File: config.mk
export PLATFORM = sky130hd
export DESIGN_NAME = sha256_block_ctrl
export DESIGN_NICKNAME = d
export VERILOG_FILES = /design/src/rtl/sha256_block_ctrl.sv
export SDC_FILE = /design/constraint.sdc
export NUM_CORES = 1
export LEC_CHECK = 0
export BUFFER_PORTS_ARGS = -buffer_cell sky130_fd_sc_hd__buf_4
export CORE_AREA = 2 2 412 414
export DETAILED_ROUTE_END_ITERATION = 8
export DIE_AREA = 0 0 414 416
export SLEW_MARGIN = 0
export SYNTH_ARGS = -nofsm -noshare
export SYNTH_HDL_FRONTEND = slang
export SYNTH_SLANG_ARGS = --single-unit
File: constraint.sdc
create_clock -name clk -period 1.7 [get_ports clk]
set_input_delay 0.17 -clock clk [delete_from_list [all_inputs] [get_ports clk]]
set_output_delay 0.17 -clock clk [all_outputs]
set_load 0.05 [all_outputs]
File: src/rtl/sha256_block_ctrl.sv
// rtl/sha256_block_ctrl.sv - SHA-256 per-block sequencing controller
//
// Purpose:
//   Accepts one 512-bit message block at a time, loads the message scheduler,
//   steps the scheduler and compression core through rounds 0..NUM_ROUNDS-1,
//   commands hash-state init/load/update, and offers the digest on a
//   valid/ready handshake once the last block of a message has been folded in.
//
// Ports:
//   clk, rst_n        clock, asynchronous active-low reset
//   blk_valid/ready   block handshake; block_in, first_block, last_block
//                     are sampled only on an accepted handshake in IDLE
//   sched_block       registered copy of the accepted block
//   sched_load_en     one-cycle scheduler load pulse (LOAD)
//   sched_next_round  scheduler advance, high in every round but the last
//   round_idx         current round number t
//   round_en          compression core executes round round_idx
//   hash_init         load H0 into H and a..h (first block of a message)
//   hash_load         copy H into a..h (chained block)
//   hash_update       H <= H + a..h
//   digest_valid      H holds the final digest; digest_ready takes it
//   busy              controller is not in IDLE
//   blk_count         blocks completed in the current message (saturating)
//
// Every output is a register written alongside the state transition, so the
// outputs always describe the state the controller is currently in and no
// input reaches an output combinationally.

`timescale 1ns/1ps

module sha256_block_ctrl #(
  parameter int BLOCK_WIDTH = 512,
  parameter int NUM_ROUNDS  = 64,
  parameter int CNT_WIDTH   = 16
) (
  input  logic                   clk,
  input  logic                   rst_n,
  input  logic                   blk_valid,
  output logic                   blk_ready,
  input  logic [BLOCK_WIDTH-1:0] block_in,
  input  logic                   first_block,
  input  logic                   last_block,
  output logic [BLOCK_WIDTH-1:0] sched_block,
  output logic                   sched_load_en,
  output logic                   sched_next_round,
  output logic [5:0]             round_idx,
  output logic                   round_en,
  output logic                   hash_init,
  output logic                   hash_load,
  output logic                   hash_update,
  output logic                   digest_valid,
  input  logic                   digest_ready,
  output logic                   busy,
  output logic [CNT_WIDTH-1:0]   blk_count
);

  localparam logic [5:0] LAST_ROUND = 6'(NUM_ROUNDS - 1);

  typedef enum logic [2:0] {
    IDLE,
    LOAD,
    ROUND,
    UPDATE,
    DONE
  } state_t;

  state_t state;
  logic   first_q;
  logic   last_q;

  always_ff @(posedge clk or negedge rst_n) begin
    if (!rst_n) begin
      state            <= IDLE;
      first_q          <= 1'b0;
      last_q           <= 1'b0;
      blk_ready        <= 1'b0;
      sched_block      <= '0;
      sched_load_en    <= 1'b0;
      sched_next_round <= 1'b0;
      round_idx        <= '0;
      round_en         <= 1'b0;
      hash_init        <= 1'b0;
      hash_load        <= 1'b0;
      hash_update      <= 1'b0;
      digest_valid     <= 1'b0;
      busy             <= 1'b0;
      blk_count        <= '0;
    end else begin
      case (state)
        IDLE: begin
          if (blk_valid && blk_ready) begin
            sched_block   <= block_in;
            first_q       <= first_block;
            last_q        <= last_block;
            state         <= LOAD;
            blk_ready     <= 1'b0;
            busy          <= 1'b1;
            sched_load_en <= 1'b1;
            // A first block always restarts the chain from H0, even if the
            // previous message was never closed with last_block.
            hash_init     <= first_block;
            hash_load     <= !first_block;
          end else begin
            // Also raises blk_ready on the first clock after reset release.
            blk_ready <= 1'b1;
          end
        end

        LOAD: begin
          sched_load_en    <= 1'b0;
          hash_init        <= 1'b0;
          hash_load        <= 1'b0;
          round_idx        <= '0;
          round_en         <= 1'b1;
          sched_next_round <= (LAST_ROUND != 6'd0);
          if (first_q) begin
            blk_count <= '0;
          end
          state <= ROUND;
        end

        ROUND: begin
          if (round_idx == LAST_ROUND) begin
            // round_idx is left at the last round rather than wrapping.
            round_en         <= 1'b0;
            sched_next_round <= 1'b0;
            hash_update      <= 1'b1;
            state            <= UPDATE;
          end else begin
            round_idx        <= round_idx + 6'd1;
            // The scheduler has nothing to advance to after the last round.
            sched_next_round <= ((round_idx + 6'd1) != LAST_ROUND);
          end
        end

        UPDATE: begin
          hash_update <= 1'b0;
          if (blk_count != {CNT_WIDTH{1'b1}}) begin
            blk_count <= blk_count + 1'b1;
          end
          if (last_q) begin
            digest_valid <= 1'b1;
            state        <= DONE;
          end else begin
            busy      <= 1'b0;
            blk_ready <= 1'b1;
            state     <= IDLE;
          end
        end

        DONE: begin
          if (digest_ready) begin
            digest_valid <= 1'b0;
            busy         <= 1'b0;
            blk_ready    <= 1'b1;
            state        <= IDLE;
          end
        end

        default: begin
          state <= IDLE;
        end
      endcase
    end
  end

endmodule

After elaboration in Yosys (flattened, before gate mapping)
Index checks and enable logic that the tools add are counted.
Cells by class
  muxes and demuxes: 31
  add/sub/neg operators: 2
  eq/ne operators: 15
  reduce and logical (&&, ||, !) cells: 19
Operators with widths (number)
  2-to-1 mux 16 bit: 2
  one-hot mux 16 bit (2 select lines): 1
  adder 16 x 1 -> 16 bit, second input constant: 1
  != test 16 bit, second input constant: 1
  != test 2 bit, second input constant: 8
  one-hot mux 3 bit (5 select lines): 1
  one-hot mux 1 bit (2 select lines): 7
  2-to-1 mux 1 bit: 12
  2-to-1 mux 3 bit: 4
  one-hot mux 6 bit (2 select lines): 1
  AND reduction 3 bit: 4
  AND reduction 2 bit: 5
  nonzero test 2 bit: 5
  adder 6 x 1 -> 6 bit, second input constant: 1
  == test 3 x 2 -> 1 bit, second input constant: 2
  == test 6 bit, second input constant: 1
  2-to-1 mux 6 bit: 1
  != test 6 bit, second input constant: 1
  one-hot mux 1 bit (3 select lines): 2
  AND reduction 4 bit: 1
  == test 3 x 1 -> 1 bit, second input constant: 1
  == test 3 bit, second input constant: 1
  zero test 3 bit: 1
  nonzero test 3 bit: 1
  2 further kinds: 2
Storage, ports and cells
  flip-flop bits (word level): 548
  input port bits: 518
  logic and storage cells: 82
  output and inout port bits: 543

Longest topological paths before layout
  depth after elaboration: 4
  mapped depth: 8
  gate-level depth less buffers: 6

Worst setup path after synthesis
No wires, ideal clock.
  kind: reg2reg
  start point: register blk_count[2]
  end point: register blk_count[13]
  stages on the path, launching flop included: 7
  path slack: -0.419 ns
  required time: 1.572 ns
  path buffers: 1
  data arrival time: 1.990 ns
  period minus slack after synthesis: 2.119 ns
  library setup time: 0.128 ns
  cell sequence: dfrtp_1 > buf_4 > and3_1 > or3b_2 > nor4_1 > xnor2_1 > nor2_1
On the way
  longest elaborated chain between the ends: 3
  elaborated cells between the ends (all ways): 6
  those cells by class: add/sub (1); eq/ne (2); mux (2); reduce/logical (1)
RTL lines
  start: declaration: line 54  | output logic [CNT_WIDTH-1:0] blk_count
  start signal: assignment: line 139  | blk_count <= blk_count + 1'b1;
  adder 16 x 1 -> 16 bit or != test 16 bit (tied branches): line 139, 138
  2-to-1 mux 16 bit or != test 2 bit (tied branches)
  one-hot mux 16 bit (2 select lines) or AND reduction 3 bit (tied branches)
Parallel ways exist; a longest one is shown, timed or not. The select of a mux whose other input is x is not followed.
A chain may end at the register's enable or synchronous reset.

Final worst setup path
  start point: register state[1]
  end point: register sched_block[101]
On the way
  longest elaborated chain between the ends: 2
RTL lines
  start: declaration: line 67  | state_t state;
  start signal: assignment: line 73  | state <= IDLE;
  start signal: assignment: line 95  | state <= LOAD;
  start signal: assignment: line 119  | state <= ROUND;
  zero test 3 bit: line 89  | case (state)
  AND reduction 2 bit (no line)
  end signal: assignment: line 92  | sched_block <= block_in;
  end: declaration: line 43  | output logic [BLOCK_WIDTH-1:0] sched_block,
Every way passes these cells.

==> impl_metrics.py <==
metrics = {
    "place": {
        "dp_hpwl_mm": 98.3,
        "port_buffers": 1060,
        "place_area_um2": 32600,
        "dp_cells": 5662,
        "gpl.final_weighted_congestion": 0.890,
    },
    "clock_network": {
        "numCtsBuffers": 69,
        "insertion_delay_ns": 0.68,
        "cts_tree": "done",
        "ctsLongestPathBuffers": 3,
        "path_clk_slew_ns": 0.06,
        "cts.sink_count": 548,
        "htree_num_levels": 3,
        "clk_root_buffer_cell": "clkbuf_16",
    },
    "finish": {
        "syn_to_final_growth_pct": 96.0,
        "fin_area_um2": 41200,
        "final-instance-count-excl-fill": 6356,
        "drive_gt1_share_pct": 34.4,
        "fin_nets": 4580,
    },
    "power_and_ir_drop": {
        "clkPwrFrac_pct": 17.6,
        "switching_share_pct": 51.3,
        "ir_drop_mv": 1.09,
        "seq_power_share_pct": 26.2,
        "combPwrFrac_pct": 56.3,
        "p_switching_w": 0.0450,
        "power.density_nw_per_um2": 2130,
        "leakagePower_nw": 21.2,
        "power.internal_w": 0.0427,
    },
    "timing": {
        "fin_skew_ns": 0.0297,
        "period_share_pct": 112,
        "worst_slew_pin_slew_ns": 0.955,
        "setup_viol": 377,
        "min_period_ns": 1.91,
        "hold_viol": 0,
        "worst_slack_ns": -0.211,
        "slew_headroom_pct": 36.1,
        "rsz0062_at_grt": "yes",
        "drv_slew": 0,
        "fmax_mhz": 523,
    },
    "global_route": {
        "grt_max_degree": 98,
        "grt_pass1_wl_mm": 175,
        "grt_usage_pct": 14.1,
        "antenna_found_initial": 57,
        "grt.overflow.total": 0,
        "grt_pass1_vias": 24100,
    },
    "synthesis": {
        "syn_inst": 2381,
        "ys_seq_elements": 548,
        "yosysSeqAreaShare_pct": 65.3,
        "avgSynthCellArea_um2": 8.82,
        "synth_fp_nets": 2902,
        "synth_cell_types": 44,
        "yosysWarnings": 0,
        "synth-edff-count": 0,
        "async_reset_ff_share_pct": 100,
        "syn_area_um2": 21000,
        "synthFlopType": "dfrtp_1",
    },
    "floorplanning": {
        "rows": 151,
        "dieArea_um2": 172000,
        "ios": 1061,
        "coreArea_um2": 168000,
        "start_util_pct": 12.5,
        "die_y_um": 416,
        "die_x_um": 414,
    },
    "setup_path": {
        "cp_max_fo": 42,
        "cp.required_ns": 2.25,
        "crit_arrival_ns": 2.47,
        "crit_path_start_kind": "register",
        "critPathKind": "register to register",
        "end_kind": "register",
    },
    "status": {
        "violations": "setup timing",
        "outcome": "finished with violations",
    },
    "detailed_routing": {
        "drtIter0Drc": 1272,
        "wl_per_cell_um": 19.7,
        "vias": 23100,
        "postRouteAntennaNets": 0,
        "totalWireLength_mm": 125,
        "drc": 0,
        "viasPerCell": 3.63,
        "drt_first_pass_iters": 5,
    },
    "hold_path": {
        "hp-class": "primary input to asynchronous set/reset pin",
    },
    "run": {
        "max_cap_viol_count": 0,
    },
}
worst max-delay path: stages (launching register included):
cell and delay, ns:
dfrtp_2 0.43, or4_4 0.59, buf_16 0.19, buf_12 0.27, nand2_1 0.10, nand2_1 0.06
layout make-up:
cell class                 instances  area (µm²)
fill                           18000      127000
timing repair buffer            1729       15200
sequential                       548       13700
multi-input combinational       1706        7020
tap                             2218        2780
clock buffer                     105        2100
clock inverter                    21         293
antenna                           24        60.1
inverter                           5        18.8
cells by family (layout without fill, tap and decap cells):
kind of cell	count (synthesis)	count (layout)	share of synthesized area [%]
other	0	24	0
flip-flops	548	548	65.3
XOR/XNOR	7	7	0.292
adder cells (fa/ha/maj)	3	3	0.179
AND/OR/NAND/NOR	1642	1642	30.0
buffers and inverters	127	1860	2.63
multiplexers	4	4	0.191
AO/OA/AOI/OAI	50	50	1.41
state kept, by name (all words and copies together), names as in the netlist:
name	flops
sched_block	512
blk_count	16
round_idx	6
state	3
blk_ready	1
busy	1
digest_valid	1
first_q	1
hash_init	1
hash_load	1
hash_update	1
last_q	1
round_en	1
sched_load_en	1
sched_next_round	1
routing by layer:
| layer | vias to the layer above | GRT usage, % | routed length (µm) |
|---|---|---|---|
| met1 | 11100 | 16.5 | 49900 |
| li1 | 10700 | - | - |
| met3 | 262 | 4.39 | 9210 |
| met5 | - | 0 | 190 |
| met4 | 30 | 6.33 | 5810 |
| met2 | 960 | 23.8 | 60300 |
placed cells by master, fill, tap and decap left out, types with 5 or more instances in the layout:
master,count
nand2_1,1515
buf_4,1151
dfrtp_1,525
dlygate4sd3_1,518
clkbuf_16,74
nand2_2,45
diode_2,24
nor2_1,24
dfrtp_2,23
buf_12,23
clkbuf_8,22
buf_16,18
nand3_1,15
a21oi_1,13
clkbuf_1,13
o21ai_0,11
buf_6,7
nand2_4,6
o21ai_1,6
nor3_1,6
xnor2_1,6
clkinv_2,6
and3_1,5
inv_1,5
synthesized netlist by cell type, drive strengths merged (2+ instances only):
master / count / share of area [%]
nand2: 1568 / 28
dfrtp: 548 / 65
clkbuf: 69 / 1.2
buf: 53 / 1.3
nor2: 24 / 0.43
o21ai: 18 / 0.43
nand3: 16 / 0.38
a21oi: 13 / 0.31
nor3: 6 / 0.14
nor4: 6 / 0.21
xnor2: 6 / 0.25
and3: 5 / 0.15
inv: 5 / 0.089
mux2i: 4 / 0.19
nand2b: 4 / 0.15
a21o: 3 / 0.11
a31oi: 3 / 0.089
ha: 3 / 0.18
a211oi: 2 / 0.071
a22o: 2 / 0.083
nand4: 2 / 0.060
o211ai: 2 / 0.071
o21bai: 2 / 0.071
o22ai: 2 / 0.060
or3b: 2 / 0.083
or4: 2 / 0.071
timing repair:
action	in CTS	in global routing
hold endpoints to repair	1069	0
gates cloned	12	4
hold buffers	518	0
endpoints found under the setup margin	529	549
setup buffers	10	1
gates resized for setup	85	32
pin swaps	1	13
power groups by stage:
stage	logic (W)	clock network (W)	registers [W]
after floorplan	0.00905	0	0.0423
after global placement	0.0464	0	0.0228
after detailed placement	0.0467	0	0.0230
after CTS	0.0494	0.0160	0.0229
after global routing	0.0518	0.0165	0.0236
final	0.0493	0.0154	0.0229
worst paths after layout:
path                       slack (ns)                            to                    startpoint  cells after the start
min in group clk                 0.22   sched_block[21]$_DFFE_PN0P_                  block_in[21]                      4
setup reg to reg                -0.21  sched_block[101]$_DFFE_PN0P_          state[1]$_DFFE_PN0P_                      5
max in group asynchronous        0.11   sched_block[95]$_DFFE_PN0P_                         rst_n                      3
hold / removal                   0.20  sched_block[207]$_DFFE_PN0P_                         rst_n                      3
setup / recovery                -0.21  sched_block[101]$_DFFE_PN0P_          state[1]$_DFFE_PN0P_                      5
hold reg to reg                  0.47  sched_block[334]$_DFFE_PN0P_  sched_block[334]$_DFFE_PN0P_                      2
stage by stage:
step	setup TNS, ns	hold slack (ns)	util (%)	total power [W]	setup slack (ns)
2_1_floorplan	-15.21	-0.126	-	0.0514	-0.123
3_3_place_gp	-176.60	0.100	19.4	0.0692	-0.531
3_5_place_dp	-176.46	0.0916	19.4	0.0697	-0.541
4_1_cts	-19.68	0.113	24.3	0.0883	-0.123
5_1_grt	-47.44	0.168	24.5	0.0918	-0.179
6_report	-36.09	0.205	24.5	0.0877	-0.211
Power figures use the tool's default switching activity.
